[config.mk]
export PLATFORM = sky130hd
export DESIGN_NAME = jtag_tap_controller
export DESIGN_NICKNAME = d
export VERILOG_FILES = /design/src/rtl/jtag_pkg.sv /design/src/rtl/jtag_tap_fsm.sv /design/src/rtl/jtag_tap_controller.sv
export SDC_FILE = /design/constraint.sdc
export NUM_CORES = 1
export LEC_CHECK = 0
export CORE_MARGIN = 5
export CORE_UTILIZATION = 45
export CTS_BUF_LIST = sky130_fd_sc_hd__clkbuf_4 sky130_fd_sc_hd__clkbuf_8
export CTS_CLUSTER_SIZE = 14
export DETAILED_ROUTE_END_ITERATION = 10
export PLACE_DENSITY_LB_ADDON = 0.2
export RECOVER_POWER = 50
export SLEW_MARGIN = 20
export SYNTH_ARGS = -nofsm -noshare
export SYNTH_HDL_FRONTEND = slang
export SYNTH_SLANG_ARGS = --single-unit
[constraint.sdc]
create_clock -name TCK -period 1.63 [get_ports TCK]
set_clock_uncertainty 0.05 [all_clocks]
set_input_delay 0.2445 -clock TCK [delete_from_list [all_inputs] [get_ports TCK]]
set_output_delay 0.2445 -clock TCK [all_outputs]
set_load 0.01 [all_outputs]
[src/rtl/jtag_pkg.sv]
// Shared TAP definitions: state encoding, instruction codes and IR capture value.
// Imported by the TAP state machine and the controller top.
package jtag_pkg;

    typedef enum logic [3:0] {
        TLR    = 4'h0,
        RTI    = 4'h1,
        SEL_DR = 4'h2,
        CAP_DR = 4'h3,
        SH_DR  = 4'h4,
        EX1_DR = 4'h5,
        PA_DR  = 4'h6,
        EX2_DR = 4'h7,
        UPD_DR = 4'h8,
        SEL_IR = 4'h9,
        CAP_IR = 4'hA,
        SH_IR  = 4'hB,
        EX1_IR = 4'hC,
        PA_IR  = 4'hD,
        EX2_IR = 4'hE,
        UPD_IR = 4'hF
    } tap_state_t;

    localparam logic [1:0] IR_EXTEST  = 2'b00;
    localparam logic [1:0] IR_SAMPLE  = 2'b01;
    localparam logic [1:0] IR_BYPASS  = 2'b11;
    localparam logic [1:0] IR_CAPTURE = 2'b01;

endpackage

[src/rtl/jtag_tap_fsm.sv]
// IEEE 1149.1 TAP state register and TMS-driven next-state logic.
// Advances on every TCK rising edge; TRST forces Test-Logic-Reset.
module jtag_tap_fsm
    import jtag_pkg::*;
(
    input  logic       TCK,
    input  logic       TRST,
    input  logic       TMS,
    output tap_state_t state
);

    tap_state_t state_d, state_q;

    always_comb begin
        state_d = state_q;
        unique case (state_q)
            TLR:    state_d = TMS ? TLR    : RTI;
            RTI:    state_d = TMS ? SEL_DR : RTI;
            SEL_DR: state_d = TMS ? SEL_IR : CAP_DR;
            CAP_DR: state_d = TMS ? EX1_DR : SH_DR;
            SH_DR:  state_d = TMS ? EX1_DR : SH_DR;
            EX1_DR: state_d = TMS ? UPD_DR : PA_DR;
            PA_DR:  state_d = TMS ? EX2_DR : PA_DR;
            EX2_DR: state_d = TMS ? UPD_DR : SH_DR;
            UPD_DR: state_d = TMS ? SEL_DR : RTI;
            SEL_IR: state_d = TMS ? TLR    : CAP_IR;
            CAP_IR: state_d = TMS ? EX1_IR : SH_IR;
            SH_IR:  state_d = TMS ? EX1_IR : SH_IR;
            EX1_IR: state_d = TMS ? UPD_IR : PA_IR;
            PA_IR:  state_d = TMS ? EX2_IR : PA_IR;
            EX2_IR: state_d = TMS ? UPD_IR : SH_IR;
            UPD_IR: state_d = TMS ? SEL_DR : RTI;
            default: state_d = TLR;
        endcase
    end

    always_ff @(posedge TCK or negedge TRST) begin
        if (!TRST) begin
            state_q <= TLR;
        end else begin
            state_q <= state_d;
        end
    end

    assign state = state_q;

endmodule

[src/rtl/jtag_tap_controller.sv]
// TAP controller: instruction register, instruction decode, falling-edge
// DR strobes, retimed TDO and glitch-free ClockDR gate.
module jtag_tap_controller
    import jtag_pkg::*;
#(
    parameter int IR_WIDTH = 2
) (
    input  logic TCK,
    input  logic TRST,
    input  logic TMS,
    input  logic TDI,
    input  logic DR_TDO,
    output logic ShiftDR,
    output logic CaptureDR,
    output logic ClockDR,
    output logic UpdateDR,
    output logic Mode,
    output logic MUX_OUT_SEL,
    output logic TDO,
    output logic TDO_EN
);

    localparam logic [IR_WIDTH-1:0] IrExtest  = IR_WIDTH'(IR_EXTEST);
    localparam logic [IR_WIDTH-1:0] IrSample  = IR_WIDTH'(IR_SAMPLE);
    localparam logic [IR_WIDTH-1:0] IrCapture = IR_WIDTH'(IR_CAPTURE);

    tap_state_t state;

    logic [IR_WIDTH-1:0] ir_sh_d, ir_sh_q;
    logic [IR_WIDTH-1:0] ir_q_d, ir_q_q;
    logic shift_dr_d, shift_dr_q;
    logic capture_dr_d, capture_dr_q;
    logic update_dr_d, update_dr_q;
    logic clk_en_d, clk_en_q;
    logic tdo_d, tdo_q;
    logic tdo_en_d, tdo_en_q;
    logic mode, mux_sel;

    jtag_tap_fsm u_fsm (
        .TCK   (TCK),
        .TRST  (TRST),
        .TMS   (TMS),
        .state (state)
    );

    always_comb begin
        ir_sh_d = ir_sh_q;
        if (state == CAP_IR) begin
            ir_sh_d = IrCapture;
        end else if (state == SH_IR) begin
            ir_sh_d = {TDI, ir_sh_q[IR_WIDTH-1:1]};
        end
    end

    always_ff @(posedge TCK or negedge TRST) begin
        if (!TRST) begin
            ir_sh_q <= '0;
        end else begin
            ir_sh_q <= ir_sh_d;
        end
    end

    always_comb begin
        ir_q_d = ir_q_q;
        if (state == TLR) begin
            ir_q_d = '1;
        end else if (state == UPD_IR) begin
            ir_q_d = ir_sh_q;
        end
        shift_dr_d   = (state == SH_DR);
        capture_dr_d = (state == CAP_DR);
        update_dr_d  = (state == UPD_DR);
        clk_en_d     = (state == CAP_DR) || (state == SH_DR);
        tdo_en_d     = (state == SH_DR) || (state == SH_IR);
        tdo_d        = tdo_q;
        if (state == SH_IR) begin
            tdo_d = ir_sh_q[0];
        end else if (state == SH_DR) begin
            tdo_d = DR_TDO;
        end
    end

    // Falling-edge stage keeps strobes stable across the DR cells' rising edge.
    always_ff @(negedge TCK or negedge TRST) begin
        if (!TRST) begin
            ir_q_q       <= '1;
            shift_dr_q   <= 1'b0;
            capture_dr_q <= 1'b0;
            update_dr_q  <= 1'b0;
            clk_en_q     <= 1'b0;
            tdo_q        <= 1'b0;
            tdo_en_q     <= 1'b0;
        end else begin
            ir_q_q       <= ir_q_d;
            shift_dr_q   <= shift_dr_d;
            capture_dr_q <= capture_dr_d;
            update_dr_q  <= update_dr_d;
            clk_en_q     <= clk_en_d;
            tdo_q        <= tdo_d;
            tdo_en_q     <= tdo_en_d;
        end
    end

    always_comb begin
        mode    = 1'b0;
        mux_sel = 1'b0;
        unique case (1'b1)
            (ir_q_q == IrExtest): begin
                mode    = 1'b1;
                mux_sel = 1'b1;
            end
            (ir_q_q == IrSample): begin
                mux_sel = 1'b1;
            end
            default: begin
                mode    = 1'b0;
                mux_sel = 1'b0;
            end
        endcase
    end

    // Enable only changes while TCK is low, so the AND cannot glitch.
    assign ClockDR     = TCK & clk_en_q;
    assign ShiftDR     = shift_dr_q;
    assign CaptureDR   = capture_dr_q;
    assign UpdateDR    = update_dr_q;
    assign TDO         = tdo_q;
    assign TDO_EN      = tdo_en_q;
    assign Mode        = mode;
    assign MUX_OUT_SEL = mux_sel;

endmodule

* After elaboration in Yosys (flattened, before gate mapping)
Index checks and enable logic that the tools add are counted.
Operators by class: equal/unequal tests 16, multiplexer cells 21, bitwise logic cells 1, reduce and logical (&&, ||, !) cells 11
Operators with widths (number):
- case mux 4 bit (12 select lines) | 1
- == test 4 bit, second input constant | 8
- == test 4 x 3 -> 1 bit, second input constant | 4
- 2-to-1 mux 4 bit | 4
- 2-to-1 mux 2 bit | 7
- == test 4 x 2 -> 1 bit, second input constant | 2
- 2-to-1 mux 1 bit | 7
- 2-to-1 mux 3 bit | 2
- nonzero test 2 bit | 3
- OR reduction 2 bit | 3
- == test 4 x 1 -> 1 bit, second input constant | 1
- logical NOT 4 bit | 1
- OR reduction 3 bit | 1
- == test 2 x 1 -> 1 bit, second input constant | 1
- logical NOT 2 bit | 1
- logical OR 1 bit | 2
- bitwise AND 1 bit | 1
Storage, ports and cells: register bits after elaboration 14, input port bits 5, output and inout port bits 8

* Depth between registers and ports, before layout
Gate-level depths: netlist (run 1).
word-level depth 3, mapped depth 5

* Cells and area by module
A second synthesis (run 1) with hierarchy kept.
Unflattened totals: cells, all modules 83, area, all modules 768.2 um^2
By module, submodules not included:
- jtag_tap_controller | times used 1, cells each 46, area an instance 454.2 um^2, sequential area each 252.7 um^2
- jtag_tap_fsm | times used 1, cells each 37, area an instance 314.1 um^2, sequential area each 100.1 um^2

==> results of run 1 <==
timing repair:
action / in CTS / in global routing
pin swaps: 7 / 6
resized for setup: 42 / 6
setup endpoints to repair: 17 / 17
setup buffers: 9 / 2
worst paths after layout:
| kind | start | to | slack (ns) | cells past startpoint |
|---|---|---|---|---|
| max in group asynchronous | TRST | UpdateDR | 0.33 | 2 |
| min | TDI | ir_sh_q[1] | 0.35 | 3 |
| min reg2reg | TDO | TDO | 0.48 | 2 |
| min in group asynchronous | TRST | u_fsm.state[1] | 0.56 | 3 |
| max reg2reg | u_fsm.state[0] | TDO | -0.46 | 3 |
| max | ir_q_q[1] | Mode | -0.65 | 2 |
synthesized netlist by cell type (all sizes together):
| library cell | instances | share of area (%) |
|---|---|---|
| nand4b | 1 | 1.1 |
| and3 | 1 | 0.81 |
| nand2 | 2 | 0.98 |
| buf | 8 | 6.7 |
| nand3 | 2 | 1.3 |
| o21a | 1 | 0.98 |
| a211oi | 1 | 0.98 |
| o2bb2ai | 1 | 1.1 |
| o221ai | 2 | 2.3 |
| clkbuf | 1 | 0.49 |
| nand2b | 3 | 2.4 |
| o31ai | 2 | 2.0 |
| dfstp | 2 | 6.8 |
| a31oi | 1 | 0.81 |
| dfrtn | 6 | 20 |
| nor3 | 1 | 0.65 |
| a21oi | 4 | 2.6 |
| dfrtp | 6 | 20 |
| nor4b | 3 | 5.4 |
| o21ai | 7 | 4.6 |
| nor2b | 1 | 0.81 |
| mux2i | 2 | 2.6 |
| a22oi | 3 | 2.9 |
| or2 | 1 | 0.81 |
| and2 | 2 | 1.6 |
| nor2 | 8 | 3.9 |
| inv | 4 | 2.0 |
| and3b | 1 | 1.1 |
| a21o | 1 | 0.98 |
| o211ai | 1 | 0.98 |
| and4 | 1 | 1.1 |
sequential cells by signal, indices dropped and copies added (netlist names):
signal / cells
CaptureDR: 1
ShiftDR: 1
TDO: 1
TDO_EN: 1
UpdateDR: 1
clk_en_q: 1
ir_q_q: 2
ir_sh_q: 2
u_fsm.state: 4
per-layer routing:
metal | global-route usage [%] | up-vias | share of wire (%)
li1 | - | 355 | -
met1 | 19.0 | 346 | 43
met2 | 25.5 | 14 | 49
met3 | 4.37 | 5 | 5.7
met4 | 16.2 | 0 | 2.2
met5 | 0 | - | 0
tightest hold or removal path, cell delays in order:
cell and delay (ns):
clkdlybuf4s50_1 0.40, nand2_1 0.06, o31ai_1 0.06
cells by family after synthesis:
family                 count (synthesis)  synth area share [%]
buffers and inverters                 13                  9.12
muxes                                  2                  2.61
and+or+nand+nor                       27                  22.2
DFF                                   14                  45.9
AOI/OAI and AO/OA                     24                  20.2
layout make-up:
class                      instances  area (um^2)
fill                             143          549
multi-input combinational         53          393
sequential                        14          353
timing repair buffer              35          280
clock buffer                       7         50.0
tap                               17         21.3
clock inverter                     3         12.5
inverter                           3         11.3
stage by stage:
| stage | area [um^2] | TNS [ns] | hold WS (ns) | cells | util [%] |
|---|---|---|---|---|---|
| after global routing | 1120 | -7.04 | 0.336 | 132 | 67.1 |
| after CTS | 1100 | -6.32 | 0.332 | 131 | 66.1 |
| after detailed placement | 975 | -5.85 | 0.472 | 114 | 58.4 |
| after global placement | 975 | -5.58 | 0.450 | 114 | 58.4 |
| after floorplan | 802 | -1.92 | -0.101 | 80 | - |
| final | 1120 | -6.35 | 0.350 | 132 | 67.1 |
placed cells by master, fill, tap and decap left out, types with 4 or more instances in the layout:
cell type and instances:
buf_6 9, clkbuf_4 6, buf_4 13, buf_2 7, a21oi_1 4, o21ai_1 4, dfrtn_1 6, nor2_1 6
dfrtp_1 6
where the power goes:
group | leakage, nW | internal, mW | switching [mW]
clock | 0.0465 | 0.186 | 0.162
sequential | 0.174 | 0.493 | 0.0995
combinational | 0.309 | 0.641 | 0.584
==> out/metrics.csv, run 1 <==
stage;metric;value;unit
outcome;outcome;finished with violations;
outcome;violations;negative setup slack;
finish;diodes;0;
drt;vias;720;
drt;routed_wl;1880;um
timing;hold_viol_final;0;
setup_path;path_delay_family;flip-flops;
setup_path;critPathBufInv;1;
place;dpl.hpwl;1170;um
grt;grt_pass1_wl;3130;um
floorplan;die_h;51.3;um
setup_path;max_stage_delay;0.55;ns
timing;tightest_slew;0.303;ns
floorplan;coreArea;1670;um^2
timing;finalSetupViolCount;17;
logic_synthesis;syn_inst;80;
setup_path;crit_fanout;3;
grt;grt_pass1_vias;705;
clock_network;tritoncts;done;
drt;wl_per_cell;14.3;um
logic_synthesis;ys_types;37;
timing;rsz0062_at_grt;true;
finish;nets;121;
hold_path;hold_path_class;input port to register;
logic_synthesis;avgSynthCellArea;9.60;um^2
pwr;power;2.17;mW
setup_path;critPathSlowestCell;dfstp_2;
floorplan;die-area;2630;um^2
setup_path;crit_chain;nor2_2, buf_2;
drt;drt_first_pass_iters;2;
setup_path;cp.arrival;1.98;ns
place;place_congestion;0.816;
grt;grt_max_degree;15;
finish;drive_gt1_share;42.6;%
drt;drt_iter0_drc;7;
drt;viasPerCell;5.45;
floorplan;initial_core_util;46.0;%
setup_path;critical_path_class;register to output port;
grt;grtUsageTotal;16.9;%
setup_path;cp-start-kind;register;
flow_run;cap_violations;0;
logic_synthesis;yosysSeqAreaShare;45.9;%
setup_path;cp.required;1.34;ns
drt;ant_nets;0;
logic_synthesis;ys_seq_elements;14;
grt;grt_overflow;0;
pwr;p_per_area;1930;nW/um^2
clock_network;path_clk_slew;0.09;ns
clock_network;clkLatencyLatePin;0.40;ns
place;place_ws;-0.526;ns
logic_synthesis;syn_area;768;um^2
timing;slew_headroom;79.8;%
pwr;power.leakage;0.530;nW
place;portBuffers;12;
grt;antenna_found_initial;0;
floorplan;rows;15;
floorplan;ios;13;
finish;synthToLayoutAreaGrowth;45.9;%
floorplan;die_w;51.3;um
clock_network;cts_hold_buf;0;
timing;layout_setup_ws;-0.649;ns
timing;drv_slew;0;
drt;drc;0;
pwr;vdd_drop_max;0.904;mV
setup_path;critPathCaptureType;output port;
logic_synthesis;syn-num-nets;85;
logic_synthesis;yosys_warnings;0;
(Power assumes the default switching activity.)
==> run 2, diff against run 1 <==
--- a/config.mk
+++ b/config.mk
@@ -10,9 +10,9 @@
 export CTS_BUF_LIST = sky130_fd_sc_hd__clkbuf_4 sky130_fd_sc_hd__clkbuf_8
 export CTS_CLUSTER_SIZE = 14
 export DETAILED_ROUTE_END_ITERATION = 10
+export GPL_ROUTABILITY_DRIVEN = 1
 export PLACE_DENSITY_LB_ADDON = 0.2
 export RECOVER_POWER = 50
-export SLEW_MARGIN = 20
 export SYNTH_ARGS = -nofsm -noshare
 export SYNTH_HDL_FRONTEND = slang
 export SYNTH_SLANG_ARGS = --single-unit
==> results of run 2 <==
Same layout as run 1: the final DEF is identical, and so are final timing and power.
==> run 3, diff against run 2 <==
--- a/config.mk
+++ b/config.mk
@@ -6,10 +6,11 @@
 export NUM_CORES = 1
 export LEC_CHECK = 0
 export CORE_MARGIN = 5
-export CORE_UTILIZATION = 45
+export CORE_UTILIZATION = 42
 export CTS_BUF_LIST = sky130_fd_sc_hd__clkbuf_4 sky130_fd_sc_hd__clkbuf_8
 export CTS_CLUSTER_SIZE = 14
 export DETAILED_ROUTE_END_ITERATION = 10
+export DONT_BUFFER_PORTS = 1
 export GPL_ROUTABILITY_DRIVEN = 1
 export PLACE_DENSITY_LB_ADDON = 0.2
 export RECOVER_POWER = 50
==> out/metrics.csv, run 3 (synthesis results as in run 1) <==
stage;metric;value;unit;change
finish;largest_register_ff_count;4;;unchanged
finish;nets;113;;was 121
setup_path;critPathBufInv;0;;was 1
floorplan;ios;13;;unchanged
pwr;p_per_area;1980;nW/um^2;was 1930 nW/um^2
setup_path;critPathSlowestCell;dfstp_2;;unchanged
floorplan;die_h;52.8;um;was 51.3 um
drt;wl_per_cell;13.3;um;was 14.3 um
timing;slew_headroom;80.3;%;was 79.8%
timing;tightest_slew;0.294;ns;was 0.303 ns
timing;finalSetupViolCount;17;;unchanged
setup_path;crit_chain;nor2_2;;was nor2_2, buf_2
setup_path;cp-start-kind;register;;unchanged
timing;rsz0062_at_grt;true;;unchanged
flow_run;cap_violations;0;;unchanged
setup_path;crit_fanout;3;;unchanged
finish;design_area;1110;um^2;was 1120 um^2
drt;drt_iter0_drc;12;;was 7
pwr;vdd_drop_max;0.900;mV;was 0.904 mV
pwr;power;2.21;mW;was 2.17 mW
place;place_area;880;um^2;was 975 um^2
drt;vias;693;;was 720
drt;drc;0;;unchanged
setup_path;path_delay_family;flip-flops;;unchanged
finish;synthToLayoutAreaGrowth;45.0;%;was 45.9%
finish;drive_gt1_share;43.9;%;was 42.6%
floorplan;die-area;2780;um^2;was 2630 um^2
outcome;outcome;finished with violations;;unchanged
drt;viasPerCell;5.25;;was 5.45
hold_path;hp-start;TMS;;was TDI
timing;drv_slew;0;;unchanged
setup_path;max_stage_delay;0.54;ns;was 0.55 ns
grt;grt_pass1_wl;3020;um;was 3130 um
setup_path;r2r_start;u_fsm.state[0];;unchanged
clock_network;clkLatencyLatePin;0.38;ns;was 0.40 ns
timing;hold_viol_final;0;;unchanged
place;place_congestion;0.729;;was 0.816
pwr;power.leakage;0.511;nW;was 0.530 nW
finish;diodes;0;;unchanged
grt;grt_pass1_vias;708;;was 705
grt;grtUsageTotal;15.9;%;was 16.9%
setup_path;critPathCaptureType;output port;;unchanged
finish;layout.cells.most_common;buf_4;;unchanged
setup_path;critical_path_class;register to output port;;unchanged
setup_path;r2r_end;TDO;;unchanged
drt;routed_wl;1760;um;was 1880 um
grt;antenna_found_initial;0;;unchanged
timing;layout_setup_ws;-0.528;ns;was -0.649 ns
setup_path;cp.required;1.34;ns;about the same
floorplan;rows;15;;unchanged
clock_network;tritoncts;done;;unchanged
clock_network;path_clk_slew;0.08;ns;was 0.09 ns
drt;ant_nets;0;;unchanged
setup_path;rrSetupSlack;-0.45;ns;was -0.46 ns
hold_path;hold_path_class;input port to register;;unchanged
floorplan;initial_core_util;44.5;%;was 46.0%
setup_path;cp.arrival;1.86;ns;was 1.98 ns
hold_path;holdPathEnd;u_fsm.state[2];;was ir_sh_q[1]
hold_path;min_path_cells;2;;was 3
setup_path;worstRegToRegCells;3;;unchanged
place;dpl.hpwl;1140;um;was 1170 um
floorplan;coreArea;1730;um^2;was 1670 um^2
finish;final_cell_mix;15 x buf_4, 10 x buf_6, 7 x clkbuf_4;;was 13 x buf_4, 9 x buf_6, 7 x buf_2
place;portBuffers;0;;was 12
outcome;violations;negative setup slack;;unchanged
setup_path;cp-startpoint;ir_q_q[1];;unchanged
drt;drt_first_pass_iters;4;;was 2
floorplan;die_w;52.8;um;was 51.3 um
grt;grt_max_degree;15;;unchanged
grt;grt_overflow;0;;unchanged
-- run 3: cell count changes in the layout (fill, tap and decap cells not counted), sizes merged --
cell,change
buf,-4
clkbuf,-2
clkdlybuf4s50,-3
clkinvlp,-1
dlygate4sd3,+2
-- run 3: what timing repair did --
| item | 4_1_cts | 5_1_grt |
|---|---|---|
| setup endpoints to repair | 17 | 17 |
| hold buffers | 3 | 0 |
| setup buffers | 5 | 5 |
| hold endpoints to repair | 11 | 0 |
| pin swaps | 4 | 5 |
| resized for setup | 13 | 7 |
-- run 3: cell type report --
| class | instances | area, um^2 |
|---|---|---|
| sequential | 14 | 354 |
| fill | 146 | 613 |
| tap | 25 | 31.3 |
| inverter | 3 | 11.3 |
| multi-input combinational | 53 | 402 |
| clock buffer | 7 | 52.6 |
| clock inverter | 2 | 7.51 |
| timing repair buffer | 28 | 255 |
-- run 3: through the flow --
step / std cells / hold WS (ns) / worst slack (ns) / setup TNS [ns] / utilization (%)
2_1_floorplan: 80 / -0.101 / -0.459 / -1.92 / -
3_3_place_gp: 112 / -0.101 / -0.375 / -2.39 / 50.9
3_5_place_dp: 112 / -0.101 / -0.441 / -2.60 / 50.9
4_1_cts: 128 / 0.00424 / -0.540 / -5.33 / 61.6
5_1_grt: 132 / 0.0123 / -0.579 / -5.98 / 64.5
6_report: 132 / 0.0177 / -0.528 / -5.25 / 64.5
-- run 3: how the worst max path moves through the flow --
| stage | cells past startpoint | slack [ns] | to |
|---|---|---|---|
| 5_1_grt | 1 | -0.58 | Mode |
| 2_1_floorplan | 4 | -0.46 | TDO |
| 3_5_place_dp | 3 | -0.44 | TDO |
| 6_report | 1 | -0.53 | Mode |
| 3_3_place_gp | 3 | -0.37 | TDO |
| 4_1_cts | 1 | -0.54 | Mode |
-- run 3: power by group --
part	internal (mW)	leakage, nW	total [mW]	switching, mW
logic	0.673	0.291	1.22	0.548
registers	0.496	0.173	0.632	0.136
clock network	0.209	0.0473	0.356	0.147
-- run 3: routing by layer --
| layer | vias up | share of wire [%] | global-route usage, % |
|---|---|---|---|
| met4 | 0 | 0.74 | 13.2 |
| met3 | 2 | 5.5 | 5.98 |
| met2 | 20 | 51 | 24.2 |
| met5 | - | 0 | 0 |
| met1 | 331 | 43 | 17.3 |
| li1 | 340 | - | - |
